`src/rtl/uart_lite_core_if.sv`:
```
// AXI4-Lite bus bundle for uart_lite_core; slave modport faces the core, master faces the requester.
interface uart_lite_core_if;
  logic [3:0]  axi_araddr;
  logic        axi_arvalid;
  logic        axi_arready;
  logic [2:0]  axi_arprot;
  logic [31:0] axi_rdata;
  logic [1:0]  axi_rresp;
  logic        axi_rvalid;
  logic        axi_rready;
  logic [3:0]  axi_awaddr;
  logic        axi_awvalid;
  logic        axi_awready;
  logic [2:0]  axi_awprot;
  logic [31:0] axi_wdata;
  logic [3:0]  axi_wstrb;
  logic        axi_wvalid;
  logic        axi_wready;
  logic [1:0]  axi_bresp;
  logic        axi_bvalid;
  logic        axi_bready;

  modport slave (
    input  axi_araddr, axi_arvalid, axi_arprot, axi_rready,
    input  axi_awaddr, axi_awvalid, axi_awprot, axi_wdata, axi_wstrb, axi_wvalid, axi_bready,
    output axi_arready, axi_rdata, axi_rresp, axi_rvalid,
    output axi_awready, axi_wready, axi_bresp, axi_bvalid
  );

  modport master (
    output axi_araddr, axi_arvalid, axi_arprot, axi_rready,
    output axi_awaddr, axi_awvalid, axi_awprot, axi_wdata, axi_wstrb, axi_wvalid, axi_bready,
    input  axi_arready, axi_rdata, axi_rresp, axi_rvalid,
    input  axi_awready, axi_wready, axi_bresp, axi_bvalid
  );
endinterface

```
`src/rtl/uart_lite_core.sv`:
```
// AXI4-Lite 8N1 UART with RX/TX FIFOs and a four-register map (RX, TX, STAT, CTRL).
// Define UART_LITE_INTR_EN to build the interrupt pulse logic; otherwise interrupt is tied low.
module uart_lite_core #(
  parameter int unsigned CLKS_PER_BIT = 868,
  parameter int unsigned FIFO_DEPTH   = 16
) (
  input  logic            clk,
  input  logic            rst,
  uart_lite_core_if.slave axi,
  input  logic            rxd,
  output logic            txd,
  output logic            interrupt
);
  localparam int unsigned AW = $clog2(FIFO_DEPTH);
  localparam int unsigned PW = AW + 1;
  localparam int unsigned CW = 16;
  localparam logic [CW-1:0] BIT_LAST  = CW'(CLKS_PER_BIT - 1);
  localparam logic [CW-1:0] HALF_LAST = CW'(CLKS_PER_BIT / 2 - 1);
  localparam logic [1:0] RESP_OKAY   = 2'b00;
  localparam logic [1:0] RESP_SLVERR = 2'b10;

  typedef enum logic [1:0] {RX_IDLE, RX_START, RX_DATA, RX_STOP} rx_state_e;
  typedef enum logic [1:0] {TX_IDLE, TX_START, TX_DATA, TX_STOP} tx_state_e;

  // FIFO storage and pointers
  logic [7:0]    rx_mem [FIFO_DEPTH];
  logic [7:0]    tx_mem [FIFO_DEPTH];
  logic [PW-1:0] rx_wr_q, rx_rd_q, tx_wr_q, tx_rd_q;
  logic          rx_empty_c, rx_full_c, tx_empty_c, tx_full_c;
  logic [7:0]    rx_head_c, tx_head_c;

  assign rx_empty_c = (rx_wr_q == rx_rd_q);
  assign tx_empty_c = (tx_wr_q == tx_rd_q);
  assign rx_full_c  = (rx_wr_q[AW] != rx_rd_q[AW]) && (rx_wr_q[AW-1:0] == rx_rd_q[AW-1:0]);
  assign tx_full_c  = (tx_wr_q[AW] != tx_rd_q[AW]) && (tx_wr_q[AW-1:0] == tx_rd_q[AW-1:0]);
  assign rx_head_c  = rx_mem[rx_rd_q[AW-1:0]];
  assign tx_head_c  = tx_mem[tx_rd_q[AW-1:0]];

  logic overrun_q, frame_err_q, intr_en_q;
  logic rx_push_c, rx_pop_c, tx_push_c, tx_pop_c;
  logic overrun_set_c, frame_err_set_c;

  // Read channel
  logic        arready_q, rvalid_q;
  logic [31:0] rdata_q, rdata_d;
  logic [1:0]  rresp_q, rresp_d;
  logic        ar_acc_c, stat_rd_c;
  logic [1:0]  rd_sel_c;
  logic [31:0] stat_c;

  assign ar_acc_c  = axi.axi_arvalid & arready_q;
  assign rd_sel_c  = axi.axi_araddr[3:2];
  assign rx_pop_c  = ar_acc_c && (rd_sel_c == 2'd0) && !rx_empty_c;
  assign stat_rd_c = ar_acc_c && (rd_sel_c == 2'd2);
  assign stat_c    = {25'd0, frame_err_q, overrun_q, intr_en_q,
                      tx_full_c, tx_empty_c, rx_full_c, !rx_empty_c};

  always_comb begin
    rdata_d = 32'd0;
    rresp_d = RESP_OKAY;
    case (rd_sel_c)
      2'd0: begin
        if (rx_empty_c) rresp_d = RESP_SLVERR;
        else            rdata_d = {24'd0, rx_head_c};
      end
      2'd2:    rdata_d = stat_c;
      default: rdata_d = 32'd0;
    endcase
  end

  always_ff @(posedge clk or posedge rst) begin
    if (rst) begin
      arready_q <= 1'b1;
      rvalid_q  <= 1'b0;
      rdata_q   <= 32'd0;
      rresp_q   <= RESP_OKAY;
    end else if (ar_acc_c) begin
      arready_q <= 1'b0;
      rvalid_q  <= 1'b1;
      rdata_q   <= rdata_d;
      rresp_q   <= rresp_d;
    end else if (rvalid_q && axi.axi_rready) begin
      rvalid_q  <= 1'b0;
      arready_q <= 1'b1;
    end
  end

  // Write channel: aw and w are accepted together, one cycle after both are seen valid
  logic       awready_q, bvalid_q;
  logic [1:0] bresp_q;
  logic       wr_acc_c, tx_push_req_c, ctrl_wr_c, tx_flush_c, rx_flush_c;
  logic [1:0] wr_sel_c;

  assign wr_acc_c      = awready_q & axi.axi_awvalid & axi.axi_wvalid;
  assign wr_sel_c      = axi.axi_awaddr[3:2];
  assign tx_push_req_c = wr_acc_c && (wr_sel_c == 2'd1) && axi.axi_wstrb[0];
  assign ctrl_wr_c     = wr_acc_c && (wr_sel_c == 2'd3) && axi.axi_wstrb[0];
  assign tx_flush_c    = ctrl_wr_c & axi.axi_wdata[0];
  assign rx_flush_c    = ctrl_wr_c & axi.axi_wdata[1];
  assign tx_push_c     = tx_push_req_c && !tx_full_c && !tx_flush_c;

  always_ff @(posedge clk or posedge rst) begin
    if (rst) begin
      awready_q <= 1'b0;
      bvalid_q  <= 1'b0;
      bresp_q   <= RESP_OKAY;
    end else begin
      awready_q <= !awready_q && !bvalid_q && axi.axi_awvalid && axi.axi_wvalid;
      if (wr_acc_c) begin
        bvalid_q <= 1'b1;
        bresp_q  <= (tx_push_req_c && tx_full_c) ? RESP_SLVERR : RESP_OKAY;
      end else if (bvalid_q && axi.axi_bready) begin
        bvalid_q <= 1'b0;
      end
    end
  end

  assign axi.axi_arready = arready_q;
  assign axi.axi_rvalid  = rvalid_q;
  assign axi.axi_rdata   = rdata_q;
  assign axi.axi_rresp   = rresp_q;
  assign axi.axi_awready = awready_q;
  assign axi.axi_wready  = awready_q;
  assign axi.axi_bvalid  = bvalid_q;
  assign axi.axi_bresp   = bresp_q;

  // Sticky error flags: a new error in the same cycle as a STAT read wins
  always_ff @(posedge clk or posedge rst) begin
    if (rst) begin
      overrun_q   <= 1'b0;
      frame_err_q <= 1'b0;
      intr_en_q   <= 1'b0;
    end else begin
      if (stat_rd_c)       overrun_q   <= 1'b0;
      if (overrun_set_c)   overrun_q   <= 1'b1;
      if (stat_rd_c)       frame_err_q <= 1'b0;
      if (frame_err_set_c) frame_err_q <= 1'b1;
      if (ctrl_wr_c)       intr_en_q   <= axi.axi_wdata[4];
    end
  end

  // FIFO pointers; a flush overrides any push or pop in the same cycle
  always_ff @(posedge clk or posedge rst) begin
    if (rst) begin
      rx_wr_q <= '0;
      rx_rd_q <= '0;
      tx_wr_q <= '0;
      tx_rd_q <= '0;
    end else begin
      if (rx_flush_c) begin
        rx_wr_q <= '0;
        rx_rd_q <= '0;
      end else begin
        if (rx_push_c) rx_wr_q <= rx_wr_q + PW'(1);
        if (rx_pop_c)  rx_rd_q <= rx_rd_q + PW'(1);
      end
      if (tx_flush_c) begin
        tx_wr_q <= '0;
        tx_rd_q <= '0;
      end else begin
        if (tx_push_c) tx_wr_q <= tx_wr_q + PW'(1);
        if (tx_pop_c)  tx_rd_q <= tx_rd_q + PW'(1);
      end
    end
  end

  logic [7:0] rx_shift_q, rx_shift_d;

  always_ff @(posedge clk) begin
    if (rx_push_c) rx_mem[rx_wr_q[AW-1:0]] <= rx_shift_q;
    if (tx_push_c) tx_mem[tx_wr_q[AW-1:0]] <= axi.axi_wdata[7:0];
  end

  // RX deserializer
  rx_state_e     rx_state_q, rx_state_d;
  logic [CW-1:0] rx_cnt_q, rx_cnt_d;
  logic [2:0]    rx_bit_q, rx_bit_d;
  logic          rx_meta_q, rx_sync_q, rx_prev_q;

  always_ff @(posedge clk or posedge rst) begin
    if (rst) begin
      rx_meta_q  <= 1'b1;
      rx_sync_q  <= 1'b1;
      rx_prev_q  <= 1'b1;
      rx_state_q <= RX_IDLE;
      rx_cnt_q   <= '0;
      rx_bit_q   <= '0;
      rx_shift_q <= '0;
    end else begin
      rx_meta_q  <= rxd;
      rx_sync_q  <= rx_meta_q;
      rx_prev_q  <= rx_sync_q;
      rx_state_q <= rx_state_d;
      rx_cnt_q   <= rx_cnt_d;
      rx_bit_q   <= rx_bit_d;
      rx_shift_q <= rx_shift_d;
    end
  end

  always_comb begin
    rx_state_d      = rx_state_q;
    rx_cnt_d        = rx_cnt_q + CW'(1);
    rx_bit_d        = rx_bit_q;
    rx_shift_d      = rx_shift_q;
    rx_push_c       = 1'b0;
    frame_err_set_c = 1'b0;
    overrun_set_c   = 1'b0;
    case (rx_state_q)
      RX_IDLE: begin
        rx_cnt_d = '0;
        if (rx_prev_q && !rx_sync_q) rx_state_d = RX_START;
      end
      RX_START: begin
        if (rx_cnt_q == HALF_LAST) begin
          rx_cnt_d   = '0;
          rx_bit_d   = '0;
          rx_state_d = rx_sync_q ? RX_IDLE : RX_DATA;
        end
      end
      RX_DATA: begin
        if (rx_cnt_q == BIT_LAST) begin
          rx_cnt_d   = '0;
          rx_shift_d = {rx_sync_q, rx_shift_q[7:1]};
          rx_bit_d   = rx_bit_q + 3'd1;
          if (rx_bit_q == 3'd7) rx_state_d = RX_STOP;
        end
      end
      RX_STOP: begin
        if (rx_cnt_q == BIT_LAST) begin
          rx_cnt_d   = '0;
          rx_state_d = RX_IDLE;
          if (!rx_sync_q)     frame_err_set_c = 1'b1;
          else if (rx_full_c) overrun_set_c   = 1'b1;
          else                rx_push_c       = 1'b1;
        end
      end
      default: rx_state_d = RX_IDLE;
    endcase
  end

  // TX serializer; a waiting byte is loaded straight out of the stop bit for back-to-back frames
  tx_state_e     tx_state_q, tx_state_d;
  logic [CW-1:0] tx_cnt_q, tx_cnt_d;
  logic [2:0]    tx_bit_q, tx_bit_d;
  logic [7:0]    tx_shift_q, tx_shift_d;
  logic          txd_q, txd_d, tx_load_c;

  assign tx_load_c = !tx_empty_c && !tx_flush_c;

  always_ff @(posedge clk or posedge rst) begin
    if (rst) begin
      tx_state_q <= TX_IDLE;
      tx_cnt_q   <= '0;
      tx_bit_q   <= '0;
      tx_shift_q <= '0;
      txd_q      <= 1'b1;
    end else begin
      tx_state_q <= tx_state_d;
      tx_cnt_q   <= tx_cnt_d;
      tx_bit_q   <= tx_bit_d;
      tx_shift_q <= tx_shift_d;
      txd_q      <= txd_d;
    end
  end

  always_comb begin
    tx_state_d = tx_state_q;
    tx_cnt_d   = tx_cnt_q + CW'(1);
    tx_bit_d   = tx_bit_q;
    tx_shift_d = tx_shift_q;
    txd_d      = txd_q;
    tx_pop_c   = 1'b0;
    case (tx_state_q)
      TX_IDLE: begin
        tx_cnt_d = '0;
        txd_d    = 1'b1;
        if (tx_load_c) begin
          tx_pop_c   = 1'b1;
          tx_shift_d = tx_head_c;
          txd_d      = 1'b0;
          tx_state_d = TX_START;
        end
      end
      TX_START: begin
        if (tx_cnt_q == BIT_LAST) begin
          tx_cnt_d   = '0;
          tx_bit_d   = '0;
          txd_d      = tx_shift_q[0];
          tx_state_d = TX_DATA;
        end
      end
      TX_DATA: begin
        if (tx_cnt_q == BIT_LAST) begin
          tx_cnt_d = '0;
          if (tx_bit_q == 3'd7) begin
            txd_d      = 1'b1;
            tx_state_d = TX_STOP;
          end else begin
            tx_shift_d = {1'b0, tx_shift_q[7:1]};
            txd_d      = tx_shift_q[1];
            tx_bit_d   = tx_bit_q + 3'd1;
          end
        end
      end
      TX_STOP: begin
        if (tx_cnt_q == BIT_LAST) begin
          tx_cnt_d   = '0;
          txd_d      = 1'b1;
          tx_state_d = TX_IDLE;
          if (tx_load_c) begin
            tx_pop_c   = 1'b1;
            tx_shift_d = tx_head_c;
            txd_d      = 1'b0;
            tx_state_d = TX_START;
          end
        end
      end
      default: tx_state_d = TX_IDLE;
    endcase
  end

  assign txd = txd_q;

`ifdef UART_LITE_INTR_EN
  // One-cycle pulse on RX becoming non-empty or TX draining empty
  logic rx_empty_prev_q, tx_empty_prev_q, intr_q;

  always_ff @(posedge clk or posedge rst) begin
    if (rst) begin
      rx_empty_prev_q <= 1'b1;
      tx_empty_prev_q <= 1'b1;
      intr_q          <= 1'b0;
    end else begin
      rx_empty_prev_q <= rx_empty_c;
      tx_empty_prev_q <= tx_empty_c;
      intr_q          <= intr_en_q && ((rx_empty_prev_q && !rx_empty_c) ||
                                       (!tx_empty_prev_q && tx_empty_c));
    end
  end

  assign interrupt = intr_q;
`else
  assign interrupt = 1'b0;
`endif

  logic unused_c;
  assign unused_c = ^{axi.axi_arprot, axi.axi_awprot, axi.axi_araddr[1:0], axi.axi_awaddr[1:0],
                      axi.axi_wdata[31:8], axi.axi_wstrb[3:1]};
endmodule
```
`src/flat_wrapper.sv`:
```
// flat-port wrapper written by rule: the top's interface ports become plain ports
module uart_lite_core_flat 
#(
  parameter int unsigned CLKS_PER_BIT = 868,
  parameter int unsigned FIFO_DEPTH   = 16
)
  (clk, rst, rxd, txd, interrupt, axi_axi_araddr, axi_axi_arvalid, axi_axi_arprot, axi_axi_rready, axi_axi_awaddr, axi_axi_awvalid, axi_axi_awprot, axi_axi_wdata, axi_axi_wstrb, axi_axi_wvalid, axi_axi_bready, axi_axi_arready, axi_axi_rdata, axi_axi_rresp, axi_axi_rvalid, axi_axi_awready, axi_axi_wready, axi_axi_bresp, axi_axi_bvalid);
  uart_lite_core_if axi_i ();
  input  logic clk;
  input  logic rst;
  input  logic rxd;
  output logic txd;
  output logic interrupt;
  input wire logic [$bits(axi_i.axi_araddr)-1:0] axi_axi_araddr;
  input wire logic [$bits(axi_i.axi_arvalid)-1:0] axi_axi_arvalid;
  input wire logic [$bits(axi_i.axi_arprot)-1:0] axi_axi_arprot;
  input wire logic [$bits(axi_i.axi_rready)-1:0] axi_axi_rready;
  input wire logic [$bits(axi_i.axi_awaddr)-1:0] axi_axi_awaddr;
  input wire logic [$bits(axi_i.axi_awvalid)-1:0] axi_axi_awvalid;
  input wire logic [$bits(axi_i.axi_awprot)-1:0] axi_axi_awprot;
  input wire logic [$bits(axi_i.axi_wdata)-1:0] axi_axi_wdata;
  input wire logic [$bits(axi_i.axi_wstrb)-1:0] axi_axi_wstrb;
  input wire logic [$bits(axi_i.axi_wvalid)-1:0] axi_axi_wvalid;
  input wire logic [$bits(axi_i.axi_bready)-1:0] axi_axi_bready;
  output wire logic [$bits(axi_i.axi_arready)-1:0] axi_axi_arready;
  output wire logic [$bits(axi_i.axi_rdata)-1:0] axi_axi_rdata;
  output wire logic [$bits(axi_i.axi_rresp)-1:0] axi_axi_rresp;
  output wire logic [$bits(axi_i.axi_rvalid)-1:0] axi_axi_rvalid;
  output wire logic [$bits(axi_i.axi_awready)-1:0] axi_axi_awready;
  output wire logic [$bits(axi_i.axi_wready)-1:0] axi_axi_wready;
  output wire logic [$bits(axi_i.axi_bresp)-1:0] axi_axi_bresp;
  output wire logic [$bits(axi_i.axi_bvalid)-1:0] axi_axi_bvalid;
  assign axi_i.axi_araddr = axi_axi_araddr;
  assign axi_i.axi_arvalid = axi_axi_arvalid;
  assign axi_i.axi_arprot = axi_axi_arprot;
  assign axi_i.axi_rready = axi_axi_rready;
  assign axi_i.axi_awaddr = axi_axi_awaddr;
  assign axi_i.axi_awvalid = axi_axi_awvalid;
  assign axi_i.axi_awprot = axi_axi_awprot;
  assign axi_i.axi_wdata = axi_axi_wdata;
  assign axi_i.axi_wstrb = axi_axi_wstrb;
  assign axi_i.axi_wvalid = axi_axi_wvalid;
  assign axi_i.axi_bready = axi_axi_bready;
  assign axi_axi_arready = axi_i.axi_arready;
  assign axi_axi_rdata = axi_i.axi_rdata;
  assign axi_axi_rresp = axi_i.axi_rresp;
  assign axi_axi_rvalid = axi_i.axi_rvalid;
  assign axi_axi_awready = axi_i.axi_awready;
  assign axi_axi_wready = axi_i.axi_wready;
  assign axi_axi_bresp = axi_i.axi_bresp;
  assign axi_axi_bvalid = axi_i.axi_bvalid;
  uart_lite_core #(.CLKS_PER_BIT(CLKS_PER_BIT), .FIFO_DEPTH(FIFO_DEPTH)) u_core (.clk(clk), .rst(rst), .axi(axi_i), .rxd(rxd), .txd(txd), .interrupt(interrupt));
endmodule
```
`config.mk`:
```
export PLATFORM = sky130hd
export DESIGN_NAME = uart_lite_core_flat
export DESIGN_NICKNAME = d
export VERILOG_FILES = /design/src/rtl/uart_lite_core_if.sv /design/src/rtl/uart_lite_core.sv /design/src/flat_wrapper.sv
export SDC_FILE = /design/constraint.sdc
export NUM_CORES = 1
export LEC_CHECK = 0
export ABC_AREA = 1
export BUFFER_PORTS_ARGS = -buffer_cell sky130_fd_sc_hd__buf_2
export CAP_MARGIN = 40
export CELL_PAD_IN_SITES_DETAIL_PLACEMENT = 2
export CELL_PAD_IN_SITES_GLOBAL_PLACEMENT = 2
export CORE_MARGIN = 5
export CORE_UTILIZATION = 43
export DETAILED_ROUTE_END_ITERATION = 7
export PLACE_DENSITY_LB_ADDON = 0.1
export SLEW_MARGIN = 40
export SYNTH_ARGS = -nofsm -noshare
export SYNTH_HDL_FRONTEND = slang
export SYNTH_SLANG_ARGS = --single-unit
```
`constraint.sdc`:
```
create_clock -name clk -period 6.7 [get_ports clk]
set_input_delay 1.34 -clock clk [delete_from_list [all_inputs] [get_ports clk]]
set_output_delay 1.34 -clock clk [all_outputs]
set_load 0.03 [all_outputs]
```
### Word-level counts from Yosys, hierarchy flattened

Memories as Yosys holds them, arrays and structs flattened.
Cells that the tools add are included.

* reductions and logical operators: 49
* bitwise operators: 5
* mux-type cells: 77
* $add $sub $neg: 8
* eq/ne operators: 31

Operators by type and width (number)
* 16-bit 2-to-1 mux: 3
* 16-bit one-hot mux with 3 select lines: 1
* 5-bit 2-to-1 mux: 8
* 8-bit 2-to-1 mux: 5
* 16-bit by 1-bit adder with 16-bit output (second input constant): 2
* 16-bit by 10-bit equality test with 1-bit output (second input constant): 2
* 1-bit 2-to-1 mux: 32
* 16-bit one-hot mux with 2 select lines: 1
* 2-bit 2-to-1 mux: 14
* 8-bit one-hot mux with 3 select lines: 1
* 5-bit by 1-bit adder with 5-bit output (second input constant): 4
* 2-bit by 1-bit inequality test with 1-bit output (second input constant): 10
* 2-bit nonzero test: 10
* 1-bit logical AND: 19
* 16-bit by 9-bit equality test with 1-bit output (second input constant): 1
* 2-bit one-hot mux with 4 select lines: 2
* 8-bit one-hot mux with 2 select lines: 1
* 3-bit 2-to-1 mux: 5
* 2-bit equality test (second input constant): 6
* 3-bit one-hot mux with 2 select lines: 2
* 5-bit equality test: 2
* 5-bit AND reduction: 2
* 4-bit equality test: 2
* 4-bit AND reduction: 2
* other kinds (15): 33

* memories kept: 2
* bits of input ports: 58
* register bits after elaboration: 125
* output and inout bits: 43
* bits in writable memories: 256
* logic and storage cells: 198

Memory list
* u_core.rx_mem: depth 16, bits a word 8, read ports 1, clocked after Yosys merged registers in 0, write ports 1, RTL line uart_lite_core.sv:26 `logic [7:0] rx_mem [FIFO_DEPTH];`
* u_core.tx_mem: depth 16, bits a word 8, read ports 1, clocked after Yosys merged registers in 0, write ports 1, RTL line uart_lite_core.sv:27 `logic [7:0] tx_mem [FIFO_DEPTH];`

### Logic depth before layout (Yosys ltp)

Gate-level depths: netlist of the first run.

* word-level depth: 12
* mapped depth: 13
* depth with buffers taken out: 11

### Worst setup path after synthesis of the first run

No wires, ideal clock.

* kind: in2reg
* start point: input port axi_axi_wvalid
* end point: memory u_core.tx_mem[0][0] (enable)
* stages on the path: 6
* path buffers: 0
* library setup time: 0.370 ns
* setup slack: 3.920 ns
* arrival time: 2.410 ns
* required time: 6.330 ns
* path through: nand3_1 -> nor3_1 -> nand2_2 -> inv_2 -> nand2_1 -> nor2_1

* cells in the longest elaborated chain, start to end: 8
* elaborated cells on any way between the ends: 11
* those cells by class: mux: 2; bitwise: 2; reduce/logical: 7

Ends and longest elaborated chain
* start, declared: RTL line flat_wrapper.sv:23 `input wire logic [$bits(axi_i.axi_wvalid)-1:0] axi_axi_wvalid;`
* 1-bit bitwise AND *: RTL line uart_lite_core.sv:94 `assign wr_acc_c = awready_q & axi.axi_awvalid & axi.axi_wvalid;`
* 1-bit logical AND (2 in series): RTL line uart_lite_core.sv:97 `assign ctrl_wr_c = wr_acc_c && (wr_sel_c == 2'd3) && axi.axi_wstrb[0];`
* 1-bit bitwise AND: RTL line uart_lite_core.sv:98 `assign tx_flush_c = ctrl_wr_c & axi.axi_wdata[0];`
* 1-bit logical NOT: RTL line uart_lite_core.sv:100 `assign tx_push_c = tx_push_req_c && !tx_full_c && !tx_flush_c;`
* 1-bit logical AND *: RTL line uart_lite_core.sv:100
* 1-bit 2-to-1 mux *: RTL line uart_lite_core.sv:171 `if (tx_push_c) tx_mem[tx_wr_q[AW-1:0]] <= axi.axi_wdata[7:0];`
* 1-bit 2-to-1 mux (not written as such) *: RTL line uart_lite_core.sv:171
* end, declared: RTL line uart_lite_core.sv:27

Mark *: on every way between the ends. The rest lies on a longest branch, timed or not.

### Worst setup path after layout of the first run

* start point: register u_core.tx_rd_q[1]
* end point: memory u_core.tx_mem[8][5] (enable)

* cells in the longest elaborated chain, start to end: 7

Ends and longest elaborated chain
* start, declared: RTL line uart_lite_core.sv:28 `logic [PW-1:0] rx_wr_q, rx_rd_q, tx_wr_q, tx_rd_q;`
* start signal, assigned: RTL line uart_lite_core.sv:162 `if (tx_pop_c) tx_rd_q <= tx_rd_q + PW'(1);`
* 4-bit equality test: RTL line uart_lite_core.sv:35 `assign tx_full_c = (tx_wr_q[AW] != tx_rd_q[AW]) && (tx_wr_q[AW-1:0] == tx_rd_q[AW-1:0]);`
* 1-bit logical AND: RTL line uart_lite_core.sv:35
* 1-bit logical NOT: RTL line uart_lite_core.sv:100
* 1-bit logical AND (2 in series): RTL line uart_lite_core.sv:100
* 1-bit 2-to-1 mux: RTL line uart_lite_core.sv:171
* 1-bit 2-to-1 mux (not written as such): RTL line uart_lite_core.sv:171

No other way between the ends.

==> out/qor.txt, run 1 <==
Hold-fix buffers, CTS: 0
post-route cell area: 17900 µm²
dpl ws: 3030 ps
core region area: 36800 µm²
Clock Sinks: 355
Flop pwr share: 38.7%
Worst path depth: 9
max-slew violation count: 0
Starting DRT DRC Count: 728
DRC violations left: 0
hold crit path type: reg2reg
Post-synth EDFFs: 256
total number of vias: 11.5k
footprint of the multi-input gates: 5120 µm²
fill cell count: 3869
Die Area: 41400 µm²
vias in the first global route: 13.0k
Final Hold Viols: 0
CTS H-Tree Depth: 2
fin crit period: 3330 ps
I/O pins: 101
Power, Total: 6.85 mW
CP most frequent cell: nand2_1
Syn Area/Cell: 10.1 µm²
P_leak: 7.00 nW
fmax: 301 MHz
clk slew on worst S/H paths: 70 ps
Post-Layout Cell Count: 2110
worst relative slew slack: 45.1%
TritonRoute pass-1 iters: 5
vias per std cell: 5.44
Internal: 4.41 mW
Hold Path Cell Cnt: 0
synthesized area: 16100 µm²
most numerous cell in the Yosys netlist: nand2_1
flops & latches, synth: 355
aggregate global routing overflow: 0
status: finished, final reports clean
die height: 203 µm
Worst EP required: 6860 ps
row cnt: 70
total track usage: 23.4%
fin worst setup slack: 3370 ps
Final setup viols: 0
crit path max-delay cell type: nor2_1
post-route ant nets: 0
slowest stage delay, CP: 700 ps
WL per Instance: 22.7 µm
Seq/Total Area, Yosys: 63.2%
Synth area leaders: edfxtp_1 48%, dfrtp_1 15%, nand2_1 8.9%, nor2_1 5.3%, nand3_1 3.8%
GPL Wtd Cong: 0.780
VDD IR max: 0.000279 V
Crit Path Category: reg2reg
DP Area: 16500 µm²
routed wire length: 47900 µm
CP cell instances: inv_2 -> nand2_1 -> nand2_1 -> nor2_2 -> nand3_1 -> nand2_2 -> inv_2 -> nand2_1 -> nor2_1
Cells after Synth: 1587
FF/Latch Area: 10200 µm²
setup TNS: 0 ps
area leader, netlist: edfxtp_1
Logic pwr share: 27.2%
largest net degree at the start of global routing: 66
Sw Ratio: 35.7%
CTS tree: done
share of post-route cells with drive strength above 1: 10.6%
sum of buffers and inverters on the critical path: 2
CP startpoint kind: register
DP HPWL: 30400 µm
Yosys warnings: 0
CP top delay family: simple AND/OR/NAND/NOR gates
top cell type's share of synthesized area: 47.8%
clock latency on the worst-skew pair: 540 ps
Yosys cell types: 47
Worst setup EP type: register
Post-CTS Setup Repair Bufs: 0
total CTS buffers: 40
maximum clock path buffer count: 3
ANT cells: 0
fin nets: 1698
Main synth FF type: edfxtp_1
Post-synth ARST share: 27.9%
synth cell count leaders: 382 x nand2_1, 256 x edfxtp_1, 226 x nor2_1, 121 x nand3_1, 98 x inv_1
Worst Tran Pin Value: 824 ps
Worst Path Max Fanout: 32
root buffer cell: clkbuf_16
Worst Path Arrival: 3490 ps
post-route clock period utilization: 49.6%
total of max-cap violations: 0
clock skew: 12.3 ps
Port Buffers: 36
R2R depth: 9
Cell Count Post-Placement: 2038
P_sw: 2.44 mW
unrepaired setup endpoints after global routing: false
post_cts resized: 0
first-pass GRT wire length: 75500 µm
Starting Density: 43.7%
area grow syn2layout: 11.4%
power density over the cells: 382 nW/µm²
initial antenna violation count: 1
clock share of power: 34.1%
die width: 203 µm
## per-layer routing
layer	GRT usage [%]	share of wire, %	wire, µm
met5	0	0.042	20
met4	7.85	3.2	1560
met3	3.53	3.2	1560
met2	42.9	53	25200
met1	28.3	41	19500
## cell usage in the layout (no fill, tap or decap), types with 30 or more instances in the layout
cell	instances
nand2_1	382
edfxtp_1	256
nor2_1	210
nand3_1	121
inv_1	97
dfrtp_1	92
o21ai_0	81
clkbuf_16	41
buf_2	36
o211ai_1	30
## cell families (layout without fill, tap and decap cells)
family | count (synthesis) | after routing | share of synthesized area [%]
simple gates | 797 | 797 | 21.1
flops | 355 | 355 | 63.2
buf+inv | 202 | 231 | 5.81
compound gates | 175 | 175 | 6.11
xor+xnor | 29 | 29 | 1.58
fa+ha+maj | 27 | 27 | 2.10
other cells | 1 | 27 | 0.0233
mux | 1 | 1 | 0.0622
## stage by stage
stage               hold WS (ps)  utilization, %
floorplan                    345               -
global placement             347            44.9
detailed placement           347            44.9
CTS                          357            48.6
global route                 361            48.7
finish                       359            48.7
## area by class of cell
cell class	instances	share of cell area [%]
Tap cell	468	3.27
Clock buffer	48	5.87
Multi-Input combinational cell	1056	28.6
Inverter	117	2.48
Clock inverter	23	1.75
Timing Repair Buffer	43	1.30
Sequential cell	355	56.8
## power by group through the flow
| stage | clock network (mW) | logic (mW) | registers [mW] |
|---|---|---|---|
| finish | 2.33 | 1.86 | 2.65 |
| global route | 2.49 | 2.09 | 2.67 |
| CTS | 2.38 | 1.89 | 2.65 |
| detailed placement | 0 | 1.85 | 2.69 |
| global placement | 0 | 1.76 | 2.68 |
| floorplan | 0 | 1.32 | 2.65 |
## registers in the layout, indices dropped and copies added (netlist names), 2 cells and up, named ones only
register / count
u_core.rx_rd_q: 5
u_core.tx_mem: 128
u_core.tx_bit_q: 3
u_core.tx_state_q: 2
u_core.rx_wr_q: 5
u_core.tx_cnt_q: 16
u_core.tx_wr_q: 5
u_core.tx_shift_q: 8
u_core.rx_cnt_q: 16
u_core.rx_shift_q: 8
u_core.tx_rd_q: 5
u_core.rx_bit_q: 3
u_core.axi.axi_rdata: 8
u_core.rx_mem: 128
## worst paths after layout
path,startpoint,endpoint,slack (ps)
max,u_core.tx_rd_q[1],u_core.tx_mem[8][5],3370
min,u_core.rx_meta_q,u_core.rx_sync_q,360
max reg2reg,u_core.tx_rd_q[1],u_core.tx_mem[8][5],3370
min reg2reg,u_core.rx_meta_q,u_core.rx_sync_q,360
max in group asynchronous,rst,u_core.rx_cnt_q[7],4610
min in group asynchronous,rst,u_core.axi.axi_rvalid,910
Power figures use the tool's default switching activity.
==> run 2: changes to the inputs <==
- CORE_UTILIZATION: 43 -> 36
- clock period: 6.7 -> 2.9 ns (I/O delays scaled with it)
==> run 2 against run 1 <==
  * Global-route usage shrank 4.3 points
  * Setup slack lost 2900 ps
  * Largest power group unchanged
  * Highest routed layer is now met4
  * Critical path depth grew 1
  * Maximum frequency grew 35%
  * Clock skew grew 2.6 ps
  * Critical endpoint is now u_core.rx_mem[13][1]
  * Flip-flop and latch count is the same
  * First-iteration DRC count shrank 8.7%
  * Clock-buffer cell count grew 8
  * Combinational power grew 150%
  * Wire length shrank 1.5%
==> out/qor.txt, run 2 (same netlist as run 1, synthesis figures left out) <==
status: finished, final reports clean (unchanged)
CP startpoint kind: register (unchanged)
hold crit path type: in2reg (was reg2reg)
I/O pins: 101 (unchanged)
clock latency on the worst-skew pair: 560 ps (was 540 ps)
area grow syn2layout: 14.5% (was 11.4%)
clock share of power: 33.4% (was 34.1%)
WHS: 125 ps (was 359 ps)
Sw Ratio: 35.9% (was 35.7%)
CTS H-Tree Depth: 2 (unchanged)
share of post-route cells with drive strength above 1: 12.2% (was 10.6%)
FF/Latch Area: 10200 µm² (unchanged)
fmax: 407 MHz (was 301 MHz)
ANT cells: 0 (unchanged)
Starting DRT DRC Count: 665 (was 728)
power density over the cells: 861 nW/µm² (was 382 nW/µm²)
post-route ant nets: 0 (unchanged)
Internal: 10.2 mW (was 4.41 mW)
Hold-fix buffers, CTS: 0 (unchanged)
most frequent cells in the layout: 382 x nand2_1, 256 x edfxtp_1, 226 x nor2_1 (was 382 x nand2_1, 256 x edfxtp_1, 210 x nor2_1)
core region area: 44200 µm² (was 36800 µm²)
CP top delay family: simple AND/OR/NAND/NOR gates (unchanged)
Hold EP: u_core.rx_meta_q (was u_core.rx_sync_q)
flop2flop setup slack: 450 ps (was 3370 ps)
Post-CTS Setup Repair Bufs: 0 (unchanged)
Final setup viols: 0 (unchanged)
CTS tree: done (unchanged)
Worst Path Max Fanout: 6 (was 32)
Hold Path Cell Cnt: 1 (was 0)
CP cell instances: ha_1 -> nand2_1 -> nor2_1 -> nand3_2 -> nor2_4 -> nand2_4 -> nor2_8 -> nand2_4 -> nor2_1 -> buf_4 (was inv_2 -> nand2_1 -> nand2_1 -> nor2_2 -> nand3_1 -> nand2_2 -> inv_2 -> nand2_1 -> nor2_1)
crit path max-delay cell type: dfrtp_1 (was nor2_1)
DRC violations left: 0 (unchanged)
P_leak: 7.26 nW (was 7.00 nW)
slowest stage delay, CP: 400 ps (was 700 ps)
TritonRoute pass-1 iters: 4 (was 5)
reg-to-reg critical path startpoint: u_core.rx_cnt_q[0] (was u_core.tx_rd_q[1])
hold path start: rxd (was u_core.rx_meta_q)
Worst setup EP type: register (unchanged)
unrepaired setup endpoints after global routing: false (unchanged)
first-pass GRT wire length: 73500 µm (was 75500 µm)
Final Hold Viols: 0 (unchanged)
vias per std cell: 5.05 (was 5.44)
max-slew violation count: 0 (unchanged)
Cell Count Post-Placement: 2206 (was 2038)
root buffer cell: clkbuf_16 (unchanged)
total track usage: 19.1% (was 23.4%)
Post-Layout Cell Count: 2284 (was 2110)
Finished Core Util: 41.7% (was 48.7%)
Flop pwr share: 37.7% (was 38.7%)
total CTS buffers: 42 (was 40)
die height: 221 µm (was 203 µm)
total of max-cap violations: 0 (unchanged)
fin worst setup slack: 446 ps (was 3370 ps)
fin nets: 1743 (was 1698)
P_sw: 5.69 mW (was 2.44 mW)
WL per Instance: 20.7 µm (was 22.7 µm)
initial antenna violation count: 0 (was 1)
sum of buffers and inverters on the critical path: 1 (was 2)
fin crit period: 2450 ps (was 3330 ps)
GPL Wtd Cong: 0.741 (was 0.780)
maximum clock path buffer count: 3 (unchanged)
met1 GRT Util: 23.0% (was 28.3%)
met2 global-route usage: 35.2% (was 42.9%)
grt met3 use: 3.26% (was 3.53%)
total number of vias: 11.5k (about the same)
clock skew: 14.8 ps (was 12.3 ps)
Logic pwr share: 28.9% (was 27.2%)
Crit Path Category: reg2reg (unchanged)
Setup crit start: u_core.rx_cnt_q[0] (was u_core.tx_rd_q[1])
endpoint of the worst register-to-register path: u_core.rx_mem[13][1] (was u_core.tx_mem[8][5])
Die Area: 49000 µm² (was 41400 µm²)
Starting Density: 36.4% (was 43.7%)
post_cts resized: 0 (unchanged)
worst relative slew slack: 48.7% (was 45.1%)
dpl ws: 426 ps (was 3030 ps)
routed wire length: 47200 µm (was 47900 µm)
R2R depth: 10 (was 9)
commonest non-fill, non-tap cell in the layout: nand2_1 (unchanged)
vias in the first global route: 12.8k (was 13.0k)
aggregate global routing overflow: 0 (unchanged)
fill cell count: 4671 (was 3869)
setup TNS: 0 ps (unchanged)
VDD IR max: 0.000475 V (was 0.000279 V)
DP HPWL: 30600 µm (was 30400 µm)
row cnt: 77 (was 70)
Port Buffers: 36 (unchanged)
clk slew on worst S/H paths: 60 ps (was 70 ps)
die width: 221 µm (was 203 µm)
Clock Sinks: 355 (unchanged)
Worst Path Arrival: 2720 ps (was 3490 ps)
GR peak layer: met2 (unchanged)
Worst Tran Pin Value: 770 ps (was 824 ps)
Worst EP required: 3170 ps (was 6860 ps)
largest net degree at the start of global routing: 100 (was 66)
footprint of the multi-input gates: 5080 µm² (was 5120 µm²)
post-route clock period utilization: 84.6% (was 49.6%)
## run 2: cell count changes in the layout (fill, tap and decap cells not counted), sizes merged
cell / before / now
buf: 43 / 86
clkbuf: 48 / 56
clkinv: 16 / 21
bufinv: 8 / 3
inv: 114 / 113
## run 2: worst max path at each step
stage,cells past startpoint,endpoint
6_report,10,u_core.rx_mem[13][1]
5_1_grt,10,u_core.rx_mem[13][1]
4_1_cts,10,u_core.rx_mem[13][5]
3_5_place_dp,8,u_core.tx_mem[1][3]
3_3_place_gp,8,u_core.tx_mem[5][3]
2_1_floorplan,9,u_core.rx_mem[0][0]
## run 2: area by class of cell
class	instances	share of cell area, %
clock buffers	56	6.55
clock inverters	22	0.992
inverters	117	2.42
multi-input cells	1056	27.6
flip-flops and latches	355	55.2
well taps	592	4.02
repair buffers	86	3.22
## run 2: metrics by stage
stage          power (mW)  cell area (µm²)
2_1_floorplan        9.19            16200
3_3_place_gp         10.6            17000
3_5_place_dp         10.8            17000
4_1_cts              16.2            18400
5_1_grt              16.9            18400
6_report             15.9            18400
## run 2: routing by layer
layer,share of wire (%),up-vias
met2,53,131
met5,0,-
met1,42,5917
met3,2.8,64
li1,-,5413
met4,2.6,0
## run 2: power groups by stage
| stage | Clock (mW) | Combinational, mW | Sequential [mW] |
|---|---|---|---|
| after floorplan | 0 | 3.05 | 6.13 |
| after global placement | 0 | 4.49 | 6.07 |
| after detailed placement | 0 | 4.68 | 6.08 |
| after CTS | 5.46 | 4.72 | 5.98 |
| after global routing | 5.68 | 5.18 | 6.02 |
| final | 5.30 | 4.59 | 5.98 |
